`config.mk`:
```
export PLATFORM = sky130hd
export DESIGN_NAME = lfsr_seed_loader
export DESIGN_NICKNAME = d
export VERILOG_FILES = /design/src/rtl/lfsr_seed_loader.sv
export SDC_FILE = /design/constraint.sdc
export NUM_CORES = 1
export LEC_CHECK = 0
export ABC_AREA = 1
export BUFFER_PORTS_ARGS = -buffer_cell sky130_fd_sc_hd__buf_4
export CAP_MARGIN = 40
export CORE_UTILIZATION = 40
export DETAILED_ROUTE_END_ITERATION = 8
export SYNTH_ARGS = -nofsm -noshare
export SYNTH_HDL_FRONTEND = slang
export SYNTH_SLANG_ARGS = --single-unit
```
`constraint.sdc`:
```
create_clock -name clk -period 37.3 [get_ports clk]
set_input_delay 1.865 -clock clk [delete_from_list [all_inputs] [get_ports clk]]
set_output_delay 1.865 -clock clk [all_outputs]
set_load 0.005 [all_outputs]
```
`src/rtl/lfsr_seed_loader.sv`:
```
// lfsr_seed_loader: pops 2*CHAIN_LEN/32 words from the host pipe-in FIFO,
// buffers them as two lane images and shifts them into the chip's two LFSR
// scan chains with a slow, glitch-free lfsr_clk (3 system clocks per bit).
// Optional build macro LFSR_LOAD_CHECKSUM_EN adds a 32-bit XOR checksum
// output (load_checksum) over all captured words.
module lfsr_seed_loader #(
    parameter int CHAIN_LEN = 256
) (
    input  logic        clk,
    input  logic        rst,
    input  logic        load_trigger,
    input  logic [8:0]  shift_cycle,
    input  logic [31:0] in_fifo_dout,
    input  logic        in_fifo_empty,
    output logic        in_fifo_rd_en,
    output logic        lfsr_clk,
    output logic [1:0]  lfsr_out,
    output logic        busy,
    output logic        done
`ifdef LFSR_LOAD_CHECKSUM_EN
    ,
    output logic [31:0] load_checksum
`endif
);

    localparam int WORDS_PER_LANE = CHAIN_LEN / 32;
    localparam int TOTAL_WORDS    = 2 * WORDS_PER_LANE;
    localparam int WCW            = (TOTAL_WORDS > 1) ? $clog2(TOTAL_WORDS) : 1;
    localparam int LW             = $clog2(CHAIN_LEN + 1);

    typedef enum logic [2:0] {
        IDLE    = 3'd0,
        FETCH   = 3'd1,
        WAIT    = 3'd2,
        CAPTURE = 3'd3,
        SH_DATA = 3'd4,
        SH_HIGH = 3'd5,
        SH_HOLD = 3'd6,
        DONE    = 3'd7
    } state_t;

    state_t               state_q, state_d;
    logic [WCW-1:0]       word_cnt_q, word_cnt_d;
    logic [LW-1:0]        bit_cnt_q, bit_cnt_d;
    logic [LW-1:0]        len_q, len_d;
    logic [CHAIN_LEN-1:0] lane0_q, lane0_d;
    logic [CHAIN_LEN-1:0] lane1_q, lane1_d;
    logic                 rd_en_q, rd_en_d;
    logic                 lfsr_clk_q, lfsr_clk_d;
    logic [1:0]           lfsr_out_q, lfsr_out_d;
    logic                 busy_q, busy_d;
    logic                 done_q, done_d;
`ifdef LFSR_LOAD_CHECKSUM_EN
    logic [31:0]          csum_q, csum_d;
`endif

    logic                 last_word;
    logic                 shift_last;
    logic                 in_lane1;
    logic [WCW-1:0]       lane_word;
    logic [31:0]          req_len;

    assign last_word  = (word_cnt_q == WCW'(TOTAL_WORDS - 1));
    assign shift_last = (bit_cnt_q == (len_q - LW'(1)));
    assign in_lane1   = !(word_cnt_q < WCW'(WORDS_PER_LANE));
    assign lane_word  = in_lane1 ? (word_cnt_q - WCW'(WORDS_PER_LANE)) : word_cnt_q;
    assign req_len    = {23'd0, shift_cycle};

    // State register; reset aborts any transfer in progress
    always_ff @(posedge clk or posedge rst) begin
        if (rst) state_q <= IDLE;
        else     state_q <= state_d;
    end

    // Next-state: fetch three cycles per word, then three cycles per shifted bit
    always_comb begin
        state_d = state_q;
        case (state_q)
            IDLE:    if (load_trigger) state_d = FETCH;
            FETCH:   if (!in_fifo_empty) state_d = WAIT;
            WAIT:    state_d = CAPTURE;
            CAPTURE: begin
                if (!last_word)        state_d = FETCH;
                else if (len_q == '0)  state_d = DONE;
                else                   state_d = SH_DATA;
            end
            SH_DATA: state_d = SH_HIGH;
            SH_HIGH: state_d = SH_HOLD;
            SH_HOLD: state_d = shift_last ? DONE : SH_DATA;
            DONE:    state_d = IDLE;
            default: state_d = IDLE;
        endcase
    end

    // Registered outputs: data only changes on the edge that leaves SH_DATA,
    // so it is settled a full cycle on either side of the lfsr_clk high phase
    always_comb begin
        rd_en_d    = 1'b0;
        lfsr_clk_d = 1'b0;
        lfsr_out_d = 2'b00;
        busy_d     = 1'b0;
        done_d     = 1'b0;
        case (state_q)
            IDLE:    busy_d = load_trigger;
            FETCH:   begin busy_d = 1'b1; rd_en_d = !in_fifo_empty; end
            WAIT:    busy_d = 1'b1;
            CAPTURE: busy_d = 1'b1;
            SH_DATA: begin busy_d = 1'b1; lfsr_out_d = {lane1_q[0], lane0_q[0]}; end
            SH_HIGH: begin busy_d = 1'b1; lfsr_clk_d = 1'b1; lfsr_out_d = lfsr_out_q; end
            SH_HOLD: begin busy_d = 1'b1; lfsr_out_d = lfsr_out_q; end
            DONE:    done_d = 1'b1;
            default: ;
        endcase
    end

    // Datapath: latch clamped length, capture words into lane images, shift LSB-first
    always_comb begin
        word_cnt_d = word_cnt_q;
        bit_cnt_d  = bit_cnt_q;
        len_d      = len_q;
        lane0_d    = lane0_q;
        lane1_d    = lane1_q;
`ifdef LFSR_LOAD_CHECKSUM_EN
        csum_d     = csum_q;
`endif
        case (state_q)
            IDLE: begin
                if (load_trigger) begin
                    len_d      = (req_len > 32'(CHAIN_LEN)) ? LW'(CHAIN_LEN) : LW'(req_len);
                    word_cnt_d = '0;
                    lane0_d    = '0;
                    lane1_d    = '0;
`ifdef LFSR_LOAD_CHECKSUM_EN
                    csum_d     = '0;
`endif
                end
            end
            CAPTURE: begin
                for (int w = 0; w < WORDS_PER_LANE; w++) begin
                    if (lane_word == WCW'(w)) begin
                        if (in_lane1) lane1_d[w*32 +: 32] = in_fifo_dout;
                        else          lane0_d[w*32 +: 32] = in_fifo_dout;
                    end
                end
                word_cnt_d = word_cnt_q + WCW'(1);
                if (last_word) bit_cnt_d = '0;
`ifdef LFSR_LOAD_CHECKSUM_EN
                csum_d = csum_q ^ in_fifo_dout;
`endif
            end
            SH_HOLD: begin
                lane0_d   = {1'b0, lane0_q[CHAIN_LEN-1:1]};
                lane1_d   = {1'b0, lane1_q[CHAIN_LEN-1:1]};
                bit_cnt_d = bit_cnt_q + LW'(1);
            end
            default: ;
        endcase
    end

    // Datapath and output flops
    always_ff @(posedge clk or posedge rst) begin
        if (rst) begin
            word_cnt_q <= '0;
            bit_cnt_q  <= '0;
            len_q      <= '0;
            lane0_q    <= '0;
            lane1_q    <= '0;
            rd_en_q    <= 1'b0;
            lfsr_clk_q <= 1'b0;
            lfsr_out_q <= 2'b00;
            busy_q     <= 1'b0;
            done_q     <= 1'b0;
`ifdef LFSR_LOAD_CHECKSUM_EN
            csum_q     <= '0;
`endif
        end else begin
            word_cnt_q <= word_cnt_d;
            bit_cnt_q  <= bit_cnt_d;
            len_q      <= len_d;
            lane0_q    <= lane0_d;
            lane1_q    <= lane1_d;
            rd_en_q    <= rd_en_d;
            lfsr_clk_q <= lfsr_clk_d;
            lfsr_out_q <= lfsr_out_d;
            busy_q     <= busy_d;
            done_q     <= done_d;
`ifdef LFSR_LOAD_CHECKSUM_EN
            csum_q     <= csum_d;
`endif
        end
    end

    assign in_fifo_rd_en = rd_en_q;
    assign lfsr_clk      = lfsr_clk_q;
    assign lfsr_out      = lfsr_out_q;
    assign busy          = busy_q;
    assign done          = done_q;
`ifdef LFSR_LOAD_CHECKSUM_EN
    assign load_checksum = csum_q;
`endif

endmodule
```
==> results of run 1 <==
==> state kept, by name (all words and copies together), names as in the netlist <==
register and count:
busy 1, bit_cnt_q 9, state_q 3, lfsr_clk 1, lfsr_out 2, in_fifo_rd_en 1, word_cnt_q 4, len_q 9
done 1, lane0_q 256, lane1_q 256
==> cell type report <==
class | count | area [um^2] | area share, %
multi-input combinational | 2511 | 10700 | 37.0
clock buffer | 79 | 1630 | 5.63
timing repair buffer | 103 | 1070 | 3.70
clock inverter | 21 | 274 | 0.948
inverter | 154 | 586 | 2.03
tap | 846 | 1060 | 3.66
sequential | 543 | 13600 | 47.0
==> cell families after synthesis <==
group / Yosys count / share of synthesized area (%)
AOI/OAI and AO/OA: 319 / 6.85
xor gates and xnor gates: 9 / 0.305
adders and majority gates: 8 / 0.388
buffers and inverters: 384 / 6.05
DFF: 543 / 52.6
and+or+nand+nor: 2175 / 33.8
==> power groups by stage <==
stage	clock [mW]	sequential (mW)	combinational (mW)
3_3_place_gp	0	0.966	0.966
2_1_floorplan	0	0.941	0.703
3_5_place_dp	0	0.968	1.00
6_report	0.587	0.962	1.00
5_1_grt	0.621	0.992	1.12
4_1_cts	0.600	0.961	1.01
==> cell usage after synthesis <==
| library cell | number | area share (%) |
|---|---|---|
| nor2_4 | 2 | 0.087 |
| nor2_2 | 3 | 0.073 |
| a21o_1 | 61 | 1.8 |
| nor2_1 | 42 | 0.61 |
| a21oi_2 | 1 | 0.034 |
| inv_2 | 7 | 0.10 |
| o21ai_1 | 65 | 1.3 |
| nor3_4 | 1 | 0.063 |
| nor4_1 | 2 | 0.048 |
| nor4_4 | 1 | 0.082 |
| nand3_1 | 365 | 7.1 |
| nand4_1 | 5 | 0.12 |
| o211ai_1 | 1 | 0.029 |
| xnor2_1 | 3 | 0.10 |
| buf_4 | 1 | 0.029 |
| buf_2 | 93 | 1.8 |
| nand2_1 | 1742 | 25 |
| inv_1 | 147 | 2.1 |
| a21oi_1 | 84 | 1.6 |
| clkbuf_1 | 117 | 1.7 |
| nand2_2 | 6 | 0.15 |
| o21ai_2 | 2 | 0.068 |
| o21ai_0 | 101 | 2.0 |
| or2_0 | 1 | 0.024 |
| dfrtp_1 | 543 | 53 |
| xor2_1 | 6 | 0.20 |
| ha_1 | 8 | 0.39 |
| nor3_1 | 4 | 0.078 |
| buf_1 | 19 | 0.28 |
| nor3_2 | 1 | 0.039 |
| o22ai_1 | 4 | 0.097 |
==> per-layer routing <==
layer / vias up / track usage, %
met5: - / 0
met4: 0 / 5.14
met3: 88 / 2.91
met2: 523 / 34.9
met1: 10500 / 30.9
li1: 10600 / -
==> through the flow <==
stage                     total power [mW]  cell area [um^2]  instances
after floorplan                       1.64             25800       3438
after global placement                1.93             26600       4139
after detailed placement              1.97             27000       4157
after CTS                             2.57             28900       4257
after global routing                  2.73             28900       4257
final                                 2.55             28900       4257
==> worst min-delay path, cell delays in order, from the launching register on <==
cell	delay, ns
dfrtp_1	0.34
nand2_1	0.05
nand2_1	0.04
==> worst max-delay path by stage <==
stage,cells past startpoint,endpoint,slack (ns)
final,10,lane0_q[3],33.17
after detailed placement,11,lane1_q[64],32.67
after global placement,11,lane1_q[64],32.71
after floorplan,1,bit_cnt_q[0],20.26
after global routing,10,lane0_q[60],32.90
after CTS,10,lane0_q[3],33.21
==> results_dict.tcl, run 1 <==
set metrics [dict create \
    root_buffer "clkbuf_16" \
    relSlewSlack_pct 27.2 \
    clock_skew_ns 0.0165 \
    cts.sink_count 543 \
    status "completed" \
    met3WireLength_um 3690 \
    pre_cts_ws_ns 32.67 \
    rsz0062_at_grt "false" \
    cts_buffer_depth 3 \
    globalRouteTotalUtil_pct 21.7 \
    fin_util_pct 45.6 \
    grt_overflow 0 \
    layout_common_cells "nand2_1, dfrtp_1, nand3_1" \
    fill_cells 6376 \
    syn_area_per_cell_um2 7.51 \
    critPathRequiredTime_ns 37.85 \
    crit_path_end_kind "register" \
    holdPathEnd "lane1_q[172]" \
    postRouteWirelength_um 70400 \
    drc 0 \
    powerDensity_mw_per_mm2 88.3 \
    whs_ns 0.468 \
    hp-start "lane1_q[172]" \
    wl_met2_um 32000 \
    grt_pass1_wl_um 115000 \
    syn_inst 3438 \
    max_stage_delay_ns 0.82 \
    fin_nets 3422 \
    first_pass_iters 5 \
    worstMarginPinSlew_ns 1.09 \
    hp-class "register to register" \
    fin_setup_tns_ns 0 \
    worstSetupPathType "register to register" \
    vias 21700 \
    final_common_cell "nand2_1" \
    p_leak_nw 16.6 \
    drive_gt1_share_pct 6.57 \
    place_congestion 0.790 \
    critPathTopFamily "buffers and inverters" \
    io_buffers 50 \
    hold_depth 2 \
    viasPerCell 5.10 \
    clkPwrFrac_pct 23.0 \
    core_area_mm2 0.0634 \
    rr_worst_depth 10 \
    hold_buffers 0 \
    hold_violations 0 \
    yosysWarnings 0 \
    ys_seq_area_share_pct 52.6 \
    h-tree-depth 2 \
    crit_chain "inv_2 > nor2_4 > buf_4 > buf_4 > buf_4 > buf_16 > nand2_1 > nand2_1 > nand3_1 > nand2_1" \
    grt_max_degree 208 \
    route.top_layer_used "met4" \
    final_max_slew_viol_count 0 \
    num_rows 92 \
    netlist_area_mm2 0.0258 \
    layout_setup_ws_ns 33.17 \
    fp.dieW_um 256 \
    path_buf_inv 5 \
    path_clk_slew_ns 0.06 \
    drv_cap 0 \
    timing.rr.start "state_q[2]" \
    antenna_found_initial 0 \
    drtIter0Drc 2016 \
    crit_arrival_ns 4.68 \
    slowest_stage "buf_4" \
    ir_drop_uv 86.6 \
    cts_tree "built" \
    switching_share_pct 43.9 \
    cts_setup_buffers 0 \
    start_kind "register" \
    cts-resized-gates 0 \
    io-pin-count 51 \
    antenna_left 0 \
    rrSetupSlack_ns 33.17 \
    seqPwrFrac_pct 37.7 \
    dieArea_mm2 0.0656 \
    yosys.cell_types.count 31 \
    fmax_mhz 242 \
    initial_core_util_pct 40.7 \
    p_sw_mw 1.12 \
    crit_path_start "state_q[2]" \
    wl_met1_um 33500 \
    internal-power_mw 1.43 \
    diodes 0 \
    crit_fanout 81 \
    grt_pass1_vias 21000 \
    area_growth_pct 12.0 \
    dp_hpwl_um 39000 \
    timing.rr.end "lane0_q[3]" \
    post_drt_wl_per_cell_um 16.5 \
    die_y_um 256 \
    numCtsBuffers 56 \
    synth_fp_nets 3491 \
    ys_ff_latch 543 \
    setup_viol 0 \
    pwr-share-comb_pct 39.3 \
    fin_crit_ns 4.13 \
    finalCritPeriodShare_pct 11.1 \
    clk_latency_ns 0.62 \
]
No activity file was read; power rests on OpenSTA's default activity.
==> run 2: changes to the inputs <==
==> constraint.sdc (replaced) <==
create_clock -name clk -period 3.6 [get_ports clk]
set_input_delay 0.18 -clock clk [delete_from_list [all_inputs] [get_ports clk]]
set_output_delay 0.18 -clock clk [all_outputs]
set_load 0.005 [all_outputs]
==> results_dict.tcl, run 2 (same netlist as run 1, synthesis figures left out) <==
set metrics [dict create \
    p_leak_nw 16.8 \
    area_growth_pct 13.2 \
    path_buf_inv 2 \
    powerDensity_mw_per_mm2 916 \
    postLayoutCellArea_mm2 0.0292 \
    first_pass_iters 5 \
    clock_skew_ns 0.0184 \
    critPathTopFamily "simple AND/OR/NAND/NOR gates" \
    crit_arrival_ns 3.17 \
    hp-class "input pin to register" \
    status "completed" \
    worstMarginPinSlew_ns 0.884 \
    reg.largest.list "lane0_q: 256 flops, lane1_q: 256 flops" \
    antenna_found_initial 0 \
    post_drt_wl_per_cell_um 16.6 \
    layout_common_cells "nand2_1, dfrtp_1, nand3_1" \
    setup_viol 0 \
    drive_gt1_share_pct 6.99 \
    vias 22000 \
    root_buffer "clkbuf_16" \
    critPathRequiredTime_ns 4.11 \
    core_area_mm2 0.0634 \
    start_kind "register" \
    globalRouteTotalUtil_pct 22.1 \
    postRouteWirelength_um 71100 \
    antenna_left 0 \
    postPlaceCellArea_mm2 0.0271 \
    rsz0062_at_grt "false" \
    path_clk_slew_ns 0.06 \
    crit_chain "nand2_1 > nor2_4 > inv_2 > o21ai_1 > nor2_4 > nand2_2 > buf_12 > nand2_1 > nand2_1" \
    fin_nets 3456 \
    max_stage_delay_ns 0.52 \
    viasPerCell 5.12 \
    fin_util_pct 46.1 \
    grt_pass1_wl_um 118000 \
    cts_tree "built" \
    grt_max_degree 147 \
    die_y_um 256 \
    numCtsBuffers 58 \
    drc 0 \
    cp_common_cell "nand2_1" \
    h-tree-depth 2 \
    fmax_mhz 376 \
    whs_ns 0.0990 \
    grt_pass1_vias 21400 \
    initial_core_util_pct 40.7 \
    hold_violations 0 \
    clk_latency_ns 0.63 \
    crit_fanout 18 \
    drtIter0Drc 1972 \
    drv_cap 0 \
    crit_path_end_kind "register" \
    finalCritPeriodShare_pct 73.9 \
    fill_cells 6419 \
    dp_hpwl_um 41100 \
    grt_overflow 0 \
    dp_cells 4173 \
    instances_no_fill 4296 \
    final_max_slew_viol_count 0 \
    place_congestion 0.812 \
    worstSetupPathType "register to register" \
    fin_setup_tns_ns 0 \
    relSlewSlack_pct 40.9 \
    slowest_stage "nor2_4" \
    final_common_cell "nand2_1" \
    cts.sink_count 543 \
    io-pin-count 51 \
    cts_buffer_depth 3 \
    io_buffers 50 \
    dieArea_mm2 0.0656 \
    fp.dieW_um 256 \
    diodes 0 \
    cts-resized-gates 0 \
    cts_setup_buffers 0 \
    ir_drop_uv 711 \
    num_rows 92 \
    fin_crit_ns 2.66 \
]
[run 2: changes by cell type in the layout (fill, tap and decap cells not counted), moves of 6 or more]
cell	change
clkbuf_1	+6
buf_12	+12
dlygate4sd3_1	+16
buf_4	+10
buf_16	-9
clkbuf_8	+9
[run 2: worst min-delay path, delay by kind of cell]
family                 cells  cell delay [ns]
AOI/OAI and AO/OA          1             0.13
buffers and inverters      3             0.17
and+or+nand+nor            1             0.19
[run 2: cell type report]
type	count	area, um^2	area share [%]
inverter	154	582	1.99
multi-input combinational	2511	10700	36.6
tap	846	1060	3.62
sequential	543	13600	46.5
clock buffer	96	1830	6.25
clock inverter	11	109	0.373
timing repair buffer	135	1340	4.60
[run 2: layer usage]
| layer | wire length (um) | part of all wire (%) | track usage [%] |
|---|---|---|---|
| met5 | 0 | 0 | 0 |
| met4 | 1350 | 1.9 | 5.61 |
| met3 | 3780 | 5.3 | 3.13 |
| met2 | 31900 | 45 | 34.5 |
| met1 | 34100 | 48 | 32.3 |
[run 2: worst paths after layout]
path	slack, ns	end	startpoint	depth (start not counted)
min in group asynchronous	0.25	lane1_q[5]	rst	3
hold / removal	0.1	busy	load_trigger	5
hold reg to reg	0.47	lane1_q[170]	lane1_q[170]	2
setup / recovery	0.94	lane0_q[115]	state_q[1]	9
setup reg to reg	0.94	lane0_q[115]	state_q[1]	9
max in group asynchronous	2.30	lane1_q[76]	rst	4
[run 2: power by group]
group / switching, mW / leakage, nW / internal, mW
sequential: 1.33 / 7.38 / 8.65
clock: 2.54 / 0.958 / 3.51
combinational: 7.88 / 8.42 / 2.85
total: 11.8 / 16.8 / 15.0
[run 2: repair_timing]
action,in CTS,in global routing
hold buffers,16,0
setup endpoints to repair,0,0
endpoints found under the hold margin,32,0
[run 2: per-stage QoR]
step | power, mW | setup slack (ns)
floorplan | 17.0 | -3.97
global placement | 20.4 | 0.909
detailed placement | 20.7 | 0.979
CTS | 26.9 | 0.978
global route | 28.7 | 0.743
finish | 26.8 | 0.939
==> run 3: changes to the inputs <==
==> constraint.sdc (replaced) <==
create_clock -name clk -period 2.71 [get_ports clk]
set_input_delay 0.1355 -clock clk [delete_from_list [all_inputs] [get_ports clk]]
set_output_delay 0.1355 -clock clk [all_outputs]
set_load 0.005 [all_outputs]
==> results_dict.tcl, run 3 (same netlist as run 1, synthesis figures left out) <==
set metrics [dict create \
    status "completed" \
    relSlewSlack_pct 50.8 \
    cp_common_cell "nand2_1" \
    crit_chain "nand2_1 > nor2_4 > buf_4 > buf_4 > nand2_1 > nand2_1 > inv_1 > o21ai_0" \
    core_area_mm2 0.0634 \
    hold_depth 5 \
    crit_fanout 21 \
    critPathRequiredTime_ns 3.25 \
    area_growth_pct 14.1 \
    rrSetupSlack_ns 0.36 \
    vias 22000 \
    post_drt_wl_per_cell_um 16.3 \
    critPathTopFamily "simple AND/OR/NAND/NOR gates" \
    crit_path_start "state_q[1]" \
    start_kind "register" \
    dieArea_mm2 0.0656 \
    viasPerCell 5.08 \
    clk_latency_ns 0.62 \
    pre_cts_ws_ns 0.382 \
    final_max_slew_viol_count 0 \
    slowest_stage "nand2_1" \
    hp-class "input pin to register" \
    grt_overflow 0 \
    fp.dieW_um 256 \
    h-tree-depth 2 \
    postRouteWirelength_um 70400 \
    max_stage_delay_ns 0.48 \
    setup_viol 0 \
    diodes 0 \
    initial_core_util_pct 40.7 \
    globalRouteTotalUtil_pct 21.8 \
    io-pin-count 51 \
    dp_hpwl_um 41000 \
    p_leak_nw 16.9 \
    path_clk_slew_ns 0.06 \
    clkPwrFrac_pct 21.8 \
    fin_nets 3491 \
    antenna_found_initial 0 \
    fin_crit_ns 2.35 \
    grt_pass1_wl_um 116000 \
    finalCritPeriodShare_pct 86.9 \
    endpoint "lane0_q[234]" \
    clock_skew_ns 0.0124 \
    numCtsBuffers 57 \
    drc 0 \
    grt_pass1_vias 21300 \
    root_buffer "clkbuf_16" \
    worstSetupPathType "register to register" \
    cts_tree "built" \
    antenna_left 0 \
    switching_share_pct 43.3 \
    fill_cells 6394 \
    seqPwrFrac_pct 37.2 \
    place_congestion 0.798 \
    drtIter0Drc 1828 \
    cts.sink_count 543 \
    fmax_mhz 425 \
    cts_buffer_depth 3 \
    final_common_cell "nand2_1" \
    timing.rr.end "lane0_q[234]" \
    grt_max_degree 140 \
    worstMarginPinSlew_ns 0.735 \
    first_pass_iters 5 \
    die_y_um 256 \
    timing.rr.start "state_q[1]" \
    internal-power_mw 20.2 \
    hold_violations 0 \
    finalPower_mw 35.6 \
    crit_arrival_ns 2.89 \
    num_rows 92 \
    p_sw_mw 15.4 \
    layout_common_cells "nand2_1, dfrtp_1, nand3_1" \
    rsz0062_at_grt "false" \
    layout_setup_ws_ns 0.355 \
    powerDensity_mw_per_mm2 1210 \
    drive_gt1_share_pct 7.73 \
    crit_path_end_kind "register" \
    path_buf_inv 3 \
    rr_worst_depth 8 \
    ir_drop_uv 1170 \
    cp_num_cells 8 \
    pwr-share-comb_pct 41.0 \
    io_buffers 50 \
    drv_cap 0 \
    reg.largest.list "lane0_q: 256 flops, lane1_q: 256 flops" \
]
[run 3: cell count changes in the layout (fill, tap and decap cells not counted), sizes merged]
cell / change
buf: +33
clkbuf: -7
clkinvlp: +1
dlygate4sd3: +3
[run 3: cell type report]
type	count	area (um^2)	share of cell area (%)
flip-flops and latches	543	13600	46.1
multi-input cells	2511	10700	36.3
clock buffers	89	1740	5.90
repair buffers	171	1690	5.75
well taps	846	1060	3.59
inverters	154	582	1.98
clock inverters	12	91.3	0.310
[run 3: how the worst min path moves through the flow]
stage / start / end / slack [ns]
floorplan: in_fifo_empty / in_fifo_rd_en / 0.21
global placement: rst / lane1_q[5] / 0.24
detailed placement: rst / lane1_q[5] / 0.24
CTS: load_trigger / busy / 0.02
global route: in_fifo_dout[31] / lane0_q[255] / 0.05
finish: load_trigger / busy / 0.04
[run 3: power groups by stage]
stage / Sequential [mW] / Combinational (mW) / Clock [mW]
after floorplan: 13.0 / 9.68 / 0
after global placement: 13.3 / 14.4 / 0
after detailed placement: 13.3 / 14.6 / 0
after CTS: 13.2 / 14.7 / 7.91
after global routing: 13.7 / 16.3 / 8.26
final: 13.3 / 14.6 / 7.75
[run 3: worst register-to-register path, stage by stage, from the launching register on]
cell,delay (ns)
dfrtp_1,0.41
nand2_1,0.16
nor2_4,0.16
buf_4,0.29
buf_4,0.36
nand2_1,0.49
nand2_1,0.22
inv_1,0.05
o21ai_0,0.14
[run 3: metrics by stage]
stage,hold WS [ns],util (%),setup TNS [ns],cells,area [um^2]
3_3_place_gp,0.238,43.3,0,4206,27400
5_1_grt,0.0510,46.4,0,4326,29500
3_5_place_dp,0.236,43.3,0,4206,27400
4_1_cts,0.0204,46.4,0,4326,29500
2_1_floorplan,0.206,-,-2612.61,3438,25800
6_report,0.0422,46.4,0,4326,29500
[run 3: metal layers]
layer / routed length, um / track usage [%] / vias to the layer above
li1: - / - / 10800
met1: 33700 / 31.4 / 10600
met2: 31800 / 34.6 / 474
met3: 3620 / 3.32 / 90
met4: 1220 / 4.56 / 0
met5: 0 / 0 / -
[run 3: repair_timing]
item / CTS / global route
gates resized for setup: 0 / 0
endpoints found under the hold margin: 60 / 0
setup buffers: 0 / 0
hold buffers: 19 / 0
